File: config.mk
export PLATFORM = sky130hd
export DESIGN_NAME = rf_read_port_arbiter
export DESIGN_NICKNAME = d
export VERILOG_FILES = /design/src/rtl/rf_read_port_arbiter.sv
export SDC_FILE = /design/constraint.sdc
export NUM_CORES = 1
export LEC_CHECK = 0
export CAP_MARGIN = 40
export CORE_UTILIZATION = 42
export DETAILED_ROUTE_END_ITERATION = 8
export PLACE_DENSITY = 0.8
export SYNTH_ARGS = -nofsm -noshare
export SYNTH_HDL_FRONTEND = slang
export SYNTH_SLANG_ARGS = --single-unit
File: constraint.sdc
create_clock -name clk -period 3 [get_ports clk]
set_input_delay 0.75 -clock clk [delete_from_list [all_inputs] [get_ports clk]]
set_output_delay 0.75 -clock clk [all_outputs]
set_load 0.01 [all_outputs]
File: src/rtl/rf_read_port_arbiter.sv
// Round-robin arbiter sharing one register-file read port among NREQ requesters.
// Two-stage pipeline: grant + registered mux select, then capture of the mux output.
module rf_read_port_arbiter #(
  parameter int NREQ = 4,
  parameter int AW   = 5,
  parameter int DW   = 32,
  parameter int IDW  = 2
) (
  input  logic                 clk,
  input  logic                 reset_n,
  input  logic [NREQ-1:0]      req,
  input  logic [NREQ*AW-1:0]   addr,
  input  logic [NREQ-1:0]      lock,
  output logic [AW-1:0]        mux_sel,
  input  logic [DW-1:0]        mux_data,
  output logic [NREQ-1:0]      gnt,
  output logic                 rsp_valid,
  output logic [IDW-1:0]       rsp_id,
  output logic [DW-1:0]        rsp_data,
  output logic                 busy
);

  logic [NREQ-1:0] gnt_r;
  logic [AW-1:0]   mux_sel_r;
  logic [IDW-1:0]  ptr_r;
  logic            lock_cnt_r;
  logic            s1_valid_r;
  logic [IDW-1:0]  id1_r;
  logic            zero1_r;
  logic            rsp_valid_r;
  logic [IDW-1:0]  rsp_id_r;
  logic [DW-1:0]   rsp_data_r;
  logic            busy_r;

  logic [NREQ-1:0] lock_hit_s;
  logic            force_s;
  logic            any_s;
  logic            found_s;
  logic [IDW-1:0]  rr_win_s;
  logic [IDW-1:0]  lock_win_s;
  logic [IDW-1:0]  win_s;
  logic [AW-1:0]   win_addr_s;
  logic [NREQ-1:0] gnt_nxt_s;

  // Winner selection: a held lock from the previous grant overrides round-robin once
  always_comb begin
    lock_hit_s = gnt_r & req & lock;
    force_s    = (lock_cnt_r == 1'b0) && (|lock_hit_s);
    any_s      = |req;
    found_s    = 1'b0;
    rr_win_s   = {IDW{1'b0}};
    lock_win_s = {IDW{1'b0}};
    // First pass covers indices above the pointer, second pass wraps to 0..ptr.
    for (int i = 0; i < NREQ; i++) begin
      if (!found_s && req[i] && (i > int'(ptr_r))) begin
        found_s  = 1'b1;
        rr_win_s = IDW'(i);
      end else begin
        found_s  = found_s;
      end
    end
    for (int i = 0; i < NREQ; i++) begin
      if (!found_s && req[i]) begin
        found_s  = 1'b1;
        rr_win_s = IDW'(i);
      end else begin
        found_s  = found_s;
      end
    end
    for (int i = 0; i < NREQ; i++) begin
      if (lock_hit_s[i]) begin
        lock_win_s = IDW'(i);
      end else begin
        lock_win_s = lock_win_s;
      end
    end
    if (force_s) begin
      win_s = lock_win_s;
    end else begin
      win_s = rr_win_s;
    end
  end

  // Decode the winner into its address slice and one-hot grant
  always_comb begin
    win_addr_s = {AW{1'b0}};
    gnt_nxt_s  = {NREQ{1'b0}};
    for (int i = 0; i < NREQ; i++) begin
      if (any_s && (win_s == IDW'(i))) begin
        win_addr_s   = addr[i*AW +: AW];
        gnt_nxt_s[i] = 1'b1;
      end else begin
        win_addr_s = win_addr_s;
      end
    end
  end

  // Stage 1: grant, select register, pointer and lock counter
  always_ff @(posedge clk or negedge reset_n) begin
    if (!reset_n) begin
      gnt_r      <= {NREQ{1'b0}};
      mux_sel_r  <= {AW{1'b0}};
      ptr_r      <= IDW'(NREQ - 1);
      lock_cnt_r <= 1'b0;
      s1_valid_r <= 1'b0;
      id1_r      <= {IDW{1'b0}};
      zero1_r    <= 1'b0;
    end else begin
      gnt_r      <= gnt_nxt_s;
      s1_valid_r <= any_s;
      if (any_s) begin
        mux_sel_r  <= win_addr_s;
        ptr_r      <= win_s;
        lock_cnt_r <= force_s;
        id1_r      <= win_s;
        zero1_r    <= (win_addr_s == {AW{1'b0}});
      end else begin
        mux_sel_r  <= mux_sel_r;
        ptr_r      <= ptr_r;
        lock_cnt_r <= lock_cnt_r;
        id1_r      <= id1_r;
        zero1_r    <= zero1_r;
      end
    end
  end

  // Stage 2: capture the settled mux output; register 0 always reads as zero
  always_ff @(posedge clk or negedge reset_n) begin
    if (!reset_n) begin
      rsp_valid_r <= 1'b0;
      rsp_id_r    <= {IDW{1'b0}};
      rsp_data_r  <= {DW{1'b0}};
      busy_r      <= 1'b0;
    end else begin
      rsp_valid_r <= s1_valid_r;
      busy_r      <= any_s | s1_valid_r;
      if (s1_valid_r) begin
        rsp_id_r   <= id1_r;
        rsp_data_r <= zero1_r ? {DW{1'b0}} : mux_data;
      end else begin
        rsp_id_r   <= rsp_id_r;
        rsp_data_r <= rsp_data_r;
      end
    end
  end

  assign gnt       = gnt_r;
  assign mux_sel   = mux_sel_r;
  assign rsp_valid = rsp_valid_r;
  assign rsp_id    = rsp_id_r;
  assign rsp_data  = rsp_data_r;
  assign busy      = busy_r;

endmodule
After elaboration in Yosys (flattened, before gate mapping) --
Index checks and enable logic that the tools add are counted.
Word-level totals: register bits after elaboration 52, input port bits 62, output and inout port bits 45, word-level logic and storage cells 71
Cells by class: $lt $le $gt $ge 3, eq/ne operators 3, mux-type cells 26, bitwise logic cells 4, reduce and logical (&&, ||, !) cells 24
Operator list (number):
- $mux W32 | 1
- $mux W5 | 4
- $mux W2 | 9
- $logic_and A1 B1 Y1 | 14
- $mux W1 | 12
- $and A4 B4 Y4 | 2
- $reduce_or A4 Y1 | 2
- $logic_not A1 Y1 | 6
- $logic_not A5 Y1 | 1
- $eq A2 B2 Y1 const B | 2
- $gt A2 B2 Y1 const A | 2
- $eq A2 B1 Y1 const B | 1
- $gt A1 B2 Y1 const A | 1
- $logic_not A2 Y1 | 1
- $not A1 Y1 | 1
- $or A1 B1 Y1 | 1

Logic depth before layout (Yosys ltp) --
Gate-level depths: netlist (run 1).
depth after elaboration 31, mapped depth 8, mapped depth without buffers 7

Worst setup path after synthesis (run 1) --
No wires, ideal clock.
path type input-to-reg, start point input port req[1], end point register zero1_r, data arrival time 2.387 ns, path slack 0.521 ns, cell stages on the path 6, buffers on the path 0, cells stage by stage o21a_1 > a221o_1 > o22ai_2 > mux4_2 > nand4b_4 > o31ai_2
Between the ends: longest elaborated chain between the ends 30, elaborated cells between the ends (all ways) 50, those cells by class eq/ne (3); mux (21); bitwise (2); reduce/logical (24)
RTL lines:
- start: declaration | line 11 | input logic [NREQ-1:0] req,
- $logic_and A1 B1 Y1 | line 55 | if (!found_s && req[i] && (i > int'(ptr_r))) begin
- $mux W1 | line 55
- $logic_not A1 Y1 | line 55
- $logic_and A1 B1 Y1 (2 in series) | line 55
- $mux W1 | line 55
- $logic_not A1 Y1 | line 55
- $logic_and A1 B1 Y1 (2 in series) | line 55
- $mux W1 | line 55
- (+9 left out)
- $logic_not A1 Y1 | line 63 | if (!found_s && req[i]) begin
- $logic_and A1 B1 Y1 | line 63
- $mux W2 | line 63
- $mux W2 | line 77 | if (force_s) begin
- $logic_not A2 Y1 | line 89 | if (any_s && (win_s == IDW'(i))) begin
- $logic_and A1 B1 Y1 | line 89
- $mux W5 (4 in series) | line 89
- $logic_not A5 Y1 | line 116 | zero1_r <= (win_addr_s == {AW{1'b0}});
- end signal: assignment | line 116
- end signal: assignment | line 122 | zero1_r <= zero1_r;
- end: declaration | line 29 | logic zero1_r;
Parallel ways exist; a longest one is shown, timed or not. A chain may end at the register's enable or synchronous reset.

Final worst setup path (run 1) --
start point input port req[3], end point register zero1_r
Between the ends: longest elaborated chain between the ends 23, elaborated cells between the ends (all ways) 39, those cells by class eq/ne (3); mux (15); bitwise (2); reduce/logical (19)
RTL lines (line):
- $logic_and A1 B1 Y1 (2 in series) | 55
- $mux W1 | 55
- $logic_not A1 Y1 | 63
- $logic_and A1 B1 Y1 | 63
- $mux W1 | 63
- $logic_not A1 Y1 | 63
- $logic_and A1 B1 Y1 | 63
- $mux W1 | 63
- (+3 left out)
- $logic_not A1 Y1 | 63
- $logic_and A1 B1 Y1 | 63
- $mux W2 | 63
- $mux W2 | 77
- $logic_not A2 Y1 | 89
- $logic_and A1 B1 Y1 | 89
- $mux W5 (4 in series) | 89
- $logic_not A5 Y1 | 116
Parallel ways exist; a longest one is shown, timed or not.

==> results of run 1 <==
-- cells in the final DEF (no fill, tap or decap), types with 4 or more instances in the layout --
cell and n:
nand3b_1 32, o21ai_0 38, nand2_1 13, clkdlybuf4s50_1 105, dfrtp_1 49, nor2_1 5, inv_1 33, clkbuf_8 6
buf_4 11, nand3_1 13, a21o_1 4
-- cell families after synthesis --
group | synth area share (%)
flops | 53.5
simple gates | 20.1
buf+inv | 7.30
mux | 2.67
compound gates | 16.4
-- state kept, by name, indices dropped and copies added, names as in the netlist --
name        cells
zero1_r         1
rsp_id          2
lock_cnt_r      1
ptr_r           2
id1_r           2
gnt             4
s1_valid_r      1
rsp_valid       1
busy            1
mux_sel         5
rsp_data       32
-- power by group --
part	internal [mW]	switching (mW)	leakage [nW]
clock	0.188	0.218	0.0445
sequential	0.920	0.177	0.612
combinational	0.703	0.507	0.978
-- cell type report --
class | instances | area share (%)
clock inverters | 1 | 0.202
multi-input cells | 145 | 25.7
flip-flops and latches | 52 | 35.2
well taps | 72 | 2.43
inverters | 34 | 3.44
clock buffers | 7 | 2.33
repair buffers | 117 | 30.7
-- layer usage --
layer	up-vias	global-route usage, %
met5	-	0
met1	1020	26.5
met3	4	3.72
li1	1053	-
met2	86	35.3
met4	0	3.89
-- worst paths after layout --
check / from / endpoint / slack (ns) / cells after the start
max reg2reg: ptr_r[1] / zero1_r / 0.83 / 6
min in group clk: id1_r[0] / id1_r[0] / 0.49 / 2
max in group asynchronous: reset_n / s1_valid_r / 1.96 / 2
max: req[3] / zero1_r / 0.34 / 7
min: reset_n / rsp_data[23] / 0.42 / 1
min reg2reg: id1_r[0] / id1_r[0] / 0.49 / 2
==> key figures, run 1 <==
Synthesis
  • Number of distinct library cells after synthesis: 40
  • Commonest cells in the netlist: dfrtp_1, o21ai_0, inv_1
  • Fraction of registers with async set/reset: 100%
  • Main synth FF type: dfrtp_1
  • Synth warn: 0
  • EDFF count, synth: 0
  • Net Count, Synth: 306
  • Syn Inst Count: 244
  • Top cells by area, synth: dfrtp_1, nand3b_1, o21ai_0, inv_1, nand3_1
  • Mapped Area: 0.00243 mm2
  • Seq/Total Area, Yosys: 53.5%
  • Count leader, synth: dfrtp_1
  • Cell taking the most area after synthesis: dfrtp_1
  • Seq cells post-synth: 52
  • Synth top area share: 51.4%
  • Syn_area_per_cell: 9.98 um2

Power
  • P per Cell Area: 732 mW/mm2
  • Total power: 2.71 mW
  • Pleak: 1.63 nW
  • Worst vdd ir: 0.361 mV

Finish
  • Multi-input gate area: 953 um2
  • Fin cells: 428
  • Diode count: 0
  • # fillers: 460
  • Reg area: 0.00131 mm2
  • Final instance area: 0.00371 mm2
  • Area growth syn-to-layout: 52.3%
  • Final core utilization: 66.9%
  • Fraction of layout cells with a size suffix above 1: 10.4%
  • Nets: 417

Timing
  • Worst hold margin: 0.424 ns
  • Final setup vio count: 0
  • Worst-margin pin slew: 0.848 ns
  • Min Tclk post-route: 2.66 ns
  • Final period utilization: 88.6%
  • Max Slew Vio Count: 0
  • Setup ws final: 0.343 ns
  • Setup TNS: 0 ns
  • RSZ-0062 raised after global routing: no
  • Max-slew headroom: 43.5%
  • Fmax: 376 MHz
  • Clk_skew: 0.00653 ns
  • Hold Vio Cnt, Final: 0

Floorplanning
  • Initial Util: 43.9%
  • Die height: 78.1 um
  • Row count: 27
  • Core region area: 0.00554 mm2
  • I/O pin count: 107
  • Die area: 0.00611 mm2
  • Die width: 78.1 um

Global routing
  • GR Overflow Total: 0
  • Vias in the first global route: 2167
  • Largest net degree at the start of global routing: 37
  • Antenna violations before repair: 0
  • First-pass GRT wire length: 9890 um
  • GRT Total Usage: 20.3%

Routing
  • Routed met1 length: 2600 um
  • Final Routed Wirelength: 5920 um
  • Max Used Layer: met4
  • Starting DRT DRC Count: 127
  • Avg WL per Cell: 13.8 um
  • First-pass iteration count of the detailed router: 6
  • Routed wl met2: 2900 um
  • Vias post-DR: 2163
  • Met3 wire length: 394 um
  • # DRC: 0
  • DR vias/cell: 5.05
  • Post-route ant nets: 0

Clocking
  • Reg clk slew, reported paths: 0.09 ns
  • H-tree Lvls: 2
  • TritonCTS buffer count: 5
  • Hold Buf Count CTS: 0
  • Clk buf depth: 2
  • CTS tree: done
  • Setup bufs post-CTS: 0
  • Clock Tree Root: clkbuf_8
  • Clk Latency, worst-skew pair: 0.29 ns
  • Post-CTS resize count: 0
  • Clock Sinks: 52

Outcome
  • Status: finished, final reports clean

Place
  • RePlAce Congestion: 0.830
  • Placed cell area: 0.00361 mm2
  • IO Port Bufs: 106
  • Worst slack, placed: 0.0340 ns
  • Placed cell count: 420
  • DP HPWL: 4400 um

Critical path
  • Crit. End Element: flip-flop
  • Slowest-stage cell, CP: clkdlybuf4s50_1
  • CP Max Fanout: 4
  • CP Launch Type: input port
  • Worst Path Buf+Inv: 1
  • Worst Setup Path Type: input port to flip-flop
  • CP Cell Sequence: clkdlybuf4s50_1 > nand2b_1 > a221o_1 > o22ai_2 > mux4_2 > nand4b_4 > o31ai_2
  • Data arrival, critical path: 2.87 ns
  • Delay of the slowest critical-path stage: 0.54 ns
  • Critical Path RT: 3.21 ns
  • Critical path's top delay family: compound AO/OA/AOI/OAI gates

Flow run
  • Max-Cap Viols: 0

Hold path
  • Worst min path class: input port to asynchronous set/reset pin
Power figures use the tool's default switching activity.
==> run 2, diff against run 1 <==
--- a/config.mk
+++ b/config.mk
@@ -5,10 +5,12 @@
 export SDC_FILE = /design/constraint.sdc
 export NUM_CORES = 1
 export LEC_CHECK = 0
-export CAP_MARGIN = 40
-export CORE_UTILIZATION = 42
+export CAP_MARGIN = 20
+export CELL_PAD_IN_SITES_DETAIL_PLACEMENT = 1
+export CELL_PAD_IN_SITES_GLOBAL_PLACEMENT = 2
+export CORE_UTILIZATION = 24
 export DETAILED_ROUTE_END_ITERATION = 8
-export PLACE_DENSITY = 0.8
+export PLACE_DENSITY_LB_ADDON = 0.1
 export SYNTH_ARGS = -nofsm -noshare
 export SYNTH_HDL_FRONTEND = slang
 export SYNTH_SLANG_ARGS = --single-unit
==> key figures, run 2 (synthesized netlist as in run 1, its figures left out) <==
Global routing
  • GR Overflow Total: 0 (unchanged)
  • Met3 usage: 3.19% (-0.53 points)
  • GRT Total Usage: 13.9% (-6.4 points)
  • Antenna violations before repair: 0 (unchanged)
  • First-pass GRT wire length: 11300 um (+14%)
  • Met1 Track Usage GR: 18.4% (-8.0 points)
  • Vias in the first global route: 2237 (+3.2%)
  • Largest net degree at the start of global routing: 38 (+2.7%)
  • Most used routing layer: met2
  • Met2 Use GR: 22.7% (-13 points)

Critical path
  • CP Cell Sequence: clkdlybuf4s50_1 > o21a_1 > a221o_1 > o22ai_2 > mux4_2 > nand4b_4 > o31ai_2
  • Worst Path Buf+Inv: 1 (unchanged)
  • Delay of the slowest critical-path stage: 0.55 ns (about the same)
  • CP Max Fanout: 2 (-2)
  • Critical Path RT: 3.23 ns (+0.02 ns)
  • Data arrival, critical path: 2.92 ns (+0.05 ns)
  • Slowest-stage cell, CP: mux4_2
  • Critical path's top delay family: compound AO/OA/AOI/OAI gates
  • Worst Setup Path Type: input port to flip-flop
  • Crit. End Element: flip-flop
  • CP Launch Type: input port

Place
  • RePlAce Congestion: 0.715 (-14%)
  • Worst slack, placed: -0.0221 ns (-0.0561 ns)
  • Placed cell count: 485 (+15%)
  • IO Port Bufs: 106 (unchanged)
  • DP HPWL: 5160 um (+17%)
  • Placed cell area: 0.00372 mm2 (+2.9%)

Outcome
  • Status: finished, final reports clean

Routing
  • Vias post-DR: 2171 (+0.37%)
  • Avg WL per Cell: 14.4 um (+3.8%)
  • Final Routed Wirelength: 7080 um (+20%)
  • First-pass iteration count of the detailed router: 4 (-2)
  • Starting DRT DRC Count: 43 (-66%)
  • Post-route ant nets: 0 (unchanged)
  • # DRC: 0 (unchanged)
  • DR vias/cell: 4.40 (-13%)

Power
  • Worst vdd ir: 0.247 mV (-32%)
  • Sw frac: 34.6% (+1.3 points)
  • Total power: 2.75 mW (+1.5%)
  • Combinational power share: 45.1% (+0.5 points)
  • Pleak: 1.66 nW (+1.3%)
  • Net Sw Power: 0.953 mW (+5.6%)
  • Register share of total power: 39.9% (-0.5 points)
  • Power Internal: 1.80 mW (-0.48%)
  • Power share of the clock group: 14.9% (about the same)
  • P per Cell Area: 723 mW/mm2 (-1.1%)

Floorplanning
  • I/O pin count: 107 (unchanged)
  • Die height: 103 um (+31%)
  • Initial Util: 24.8% (-19 points)
  • Row count: 36 (+33%)
  • Die area: 0.0106 mm2 (+73%)
  • Die width: 103 um (+31%)
  • Core region area: 0.00982 mm2 (+77%)

Timing
  • Worst-margin pin slew: 0.931 ns (+0.0834 ns)
  • Max Slew Vio Count: 0 (unchanged)
  • RSZ-0062 raised after global routing: no
  • Hold Vio Cnt, Final: 0 (unchanged)
  • Min Tclk post-route: 2.70 ns (+0.0391 ns)
  • Clk_skew: 0.00464 ns (-0.00188 ns)
  • Final setup vio count: 0 (unchanged)
  • Final period utilization: 89.9% (+1.3 points)
  • Max-slew headroom: 37.9% (-5.6 points)
  • Setup ws final: 0.304 ns (-0.0391 ns)
  • Fmax: 371 MHz (-1.4%)

Clocking
  • CTS tree: done
  • Hold Buf Count CTS: 0 (unchanged)
  • Clk buf depth: 2 (unchanged)
  • Reg clk slew, reported paths: 0.10 ns (about the same)
  • H-tree Lvls: 2 (unchanged)
  • Clk Latency, worst-skew pair: 0.31 ns (+0.02 ns)
  • Post-CTS resize count: 0 (unchanged)
  • Setup bufs post-CTS: 0 (unchanged)
  • TritonCTS buffer count: 5 (unchanged)
  • Clock Sinks: 52 (unchanged)
  • Clock Tree Root: clkbuf_8

Finish
  • Largest register FFs: 32 (unchanged)
  • Final instance area: 0.00381 mm2 (+2.7%)
  • # fillers: 1158 (+150%)
  • Nets: 421 (+0.96%)
  • Fin cells: 493 (+15%)
  • Area growth syn-to-layout: 56.4%
  • Commonest non-fill, non-tap cell in the layout: clkdlybuf4s50_1
  • Diode count: 0 (unchanged)
  • Fraction of layout cells with a size suffix above 1: 11.7% (+1.3 points)
  • Most frequent cells in the layout: clkdlybuf4s50_1, dfrtp_1, o21ai_0

Hold path
  • Worst min path class: input port to asynchronous set/reset pin

Flow run
  • Max-Cap Viols: 0 (unchanged)
-- run 2: cell types whose count changed in the layout (fill, tap and decap cells not counted) --
cell        previous run  this run
clkinv_2               0         2
buf_4                 11        15
clkbuf_1               1         0
clkbuf_8               6         5
clkinvlp_4             1         0
clkinv_4               0         1
-- run 2: path summary, 6_finish.rpt --
path / from / endpoint / slack (ns) / cells after the start
min in group clk: id1_r[0] / id1_r[0] / 0.48 / 2
max reg2reg: ptr_r[1] / zero1_r / 0.74 / 6
max in group asynchronous: reset_n / rsp_data[29] / 2.01 / 2
min: reset_n / mux_sel[3] / 0.37 / 1
min reg2reg: id1_r[0] / id1_r[0] / 0.48 / 2
max: req[1] / zero1_r / 0.30 / 7
-- run 2: final cells by class --
class                           instances  area (um2)  area share [%]
Clock buffer                            5        68.8            1.81
Timing Repair Buffer                  121        1170            30.7
Clock inverter                          3        18.8           0.493
Sequential cell                        52        1310            34.3
Inverter                               34         128            3.35
Tap cell                              133         166            4.37
Multi-Input combinational cell        145         953            25.0
-- run 2: power groups by stage --
stage	combinational, mW	sequential (mW)	clock (mW)
after global routing	1.37	1.14	0.452
after CTS	1.26	1.11	0.434
after detailed placement	1.25	1.12	0
after global placement	1.25	1.12	0
after floorplan	0.578	1.12	0
final	1.24	1.10	0.412
-- run 2: routing by layer --
layer,part of all wire [%],wire length [um],up-vias
li1,-,-,1057
met4,1.1,81,0
met5,0,0,-
met1,46,3270,1039
met3,6.5,458,7
met2,46,3270,68
-- run 2: through the flow --
| stage | setup TNS [ns] | hold WS [ns] | utilization, % |
|---|---|---|---|
| floorplan | 0 | 0.406 | - |
| finish | 0 | 0.373 | 38.8 |
| detailed placement | -0.0221 | 0.470 | 37.9 |
| global route | 0 | 0.401 | 38.8 |
| CTS | 0 | 0.375 | 38.8 |
| global placement | 0 | 0.475 | 37.9 |
-- run 2: worst register-to-register path: stages (launching register included) --
cell      delay [ns]
dfstp_2         0.60
nor2_1          0.07
a221o_1         0.34
o22ai_2         0.25
mux4_2          0.55
nand4b_4        0.18
o31ai_2         0.18
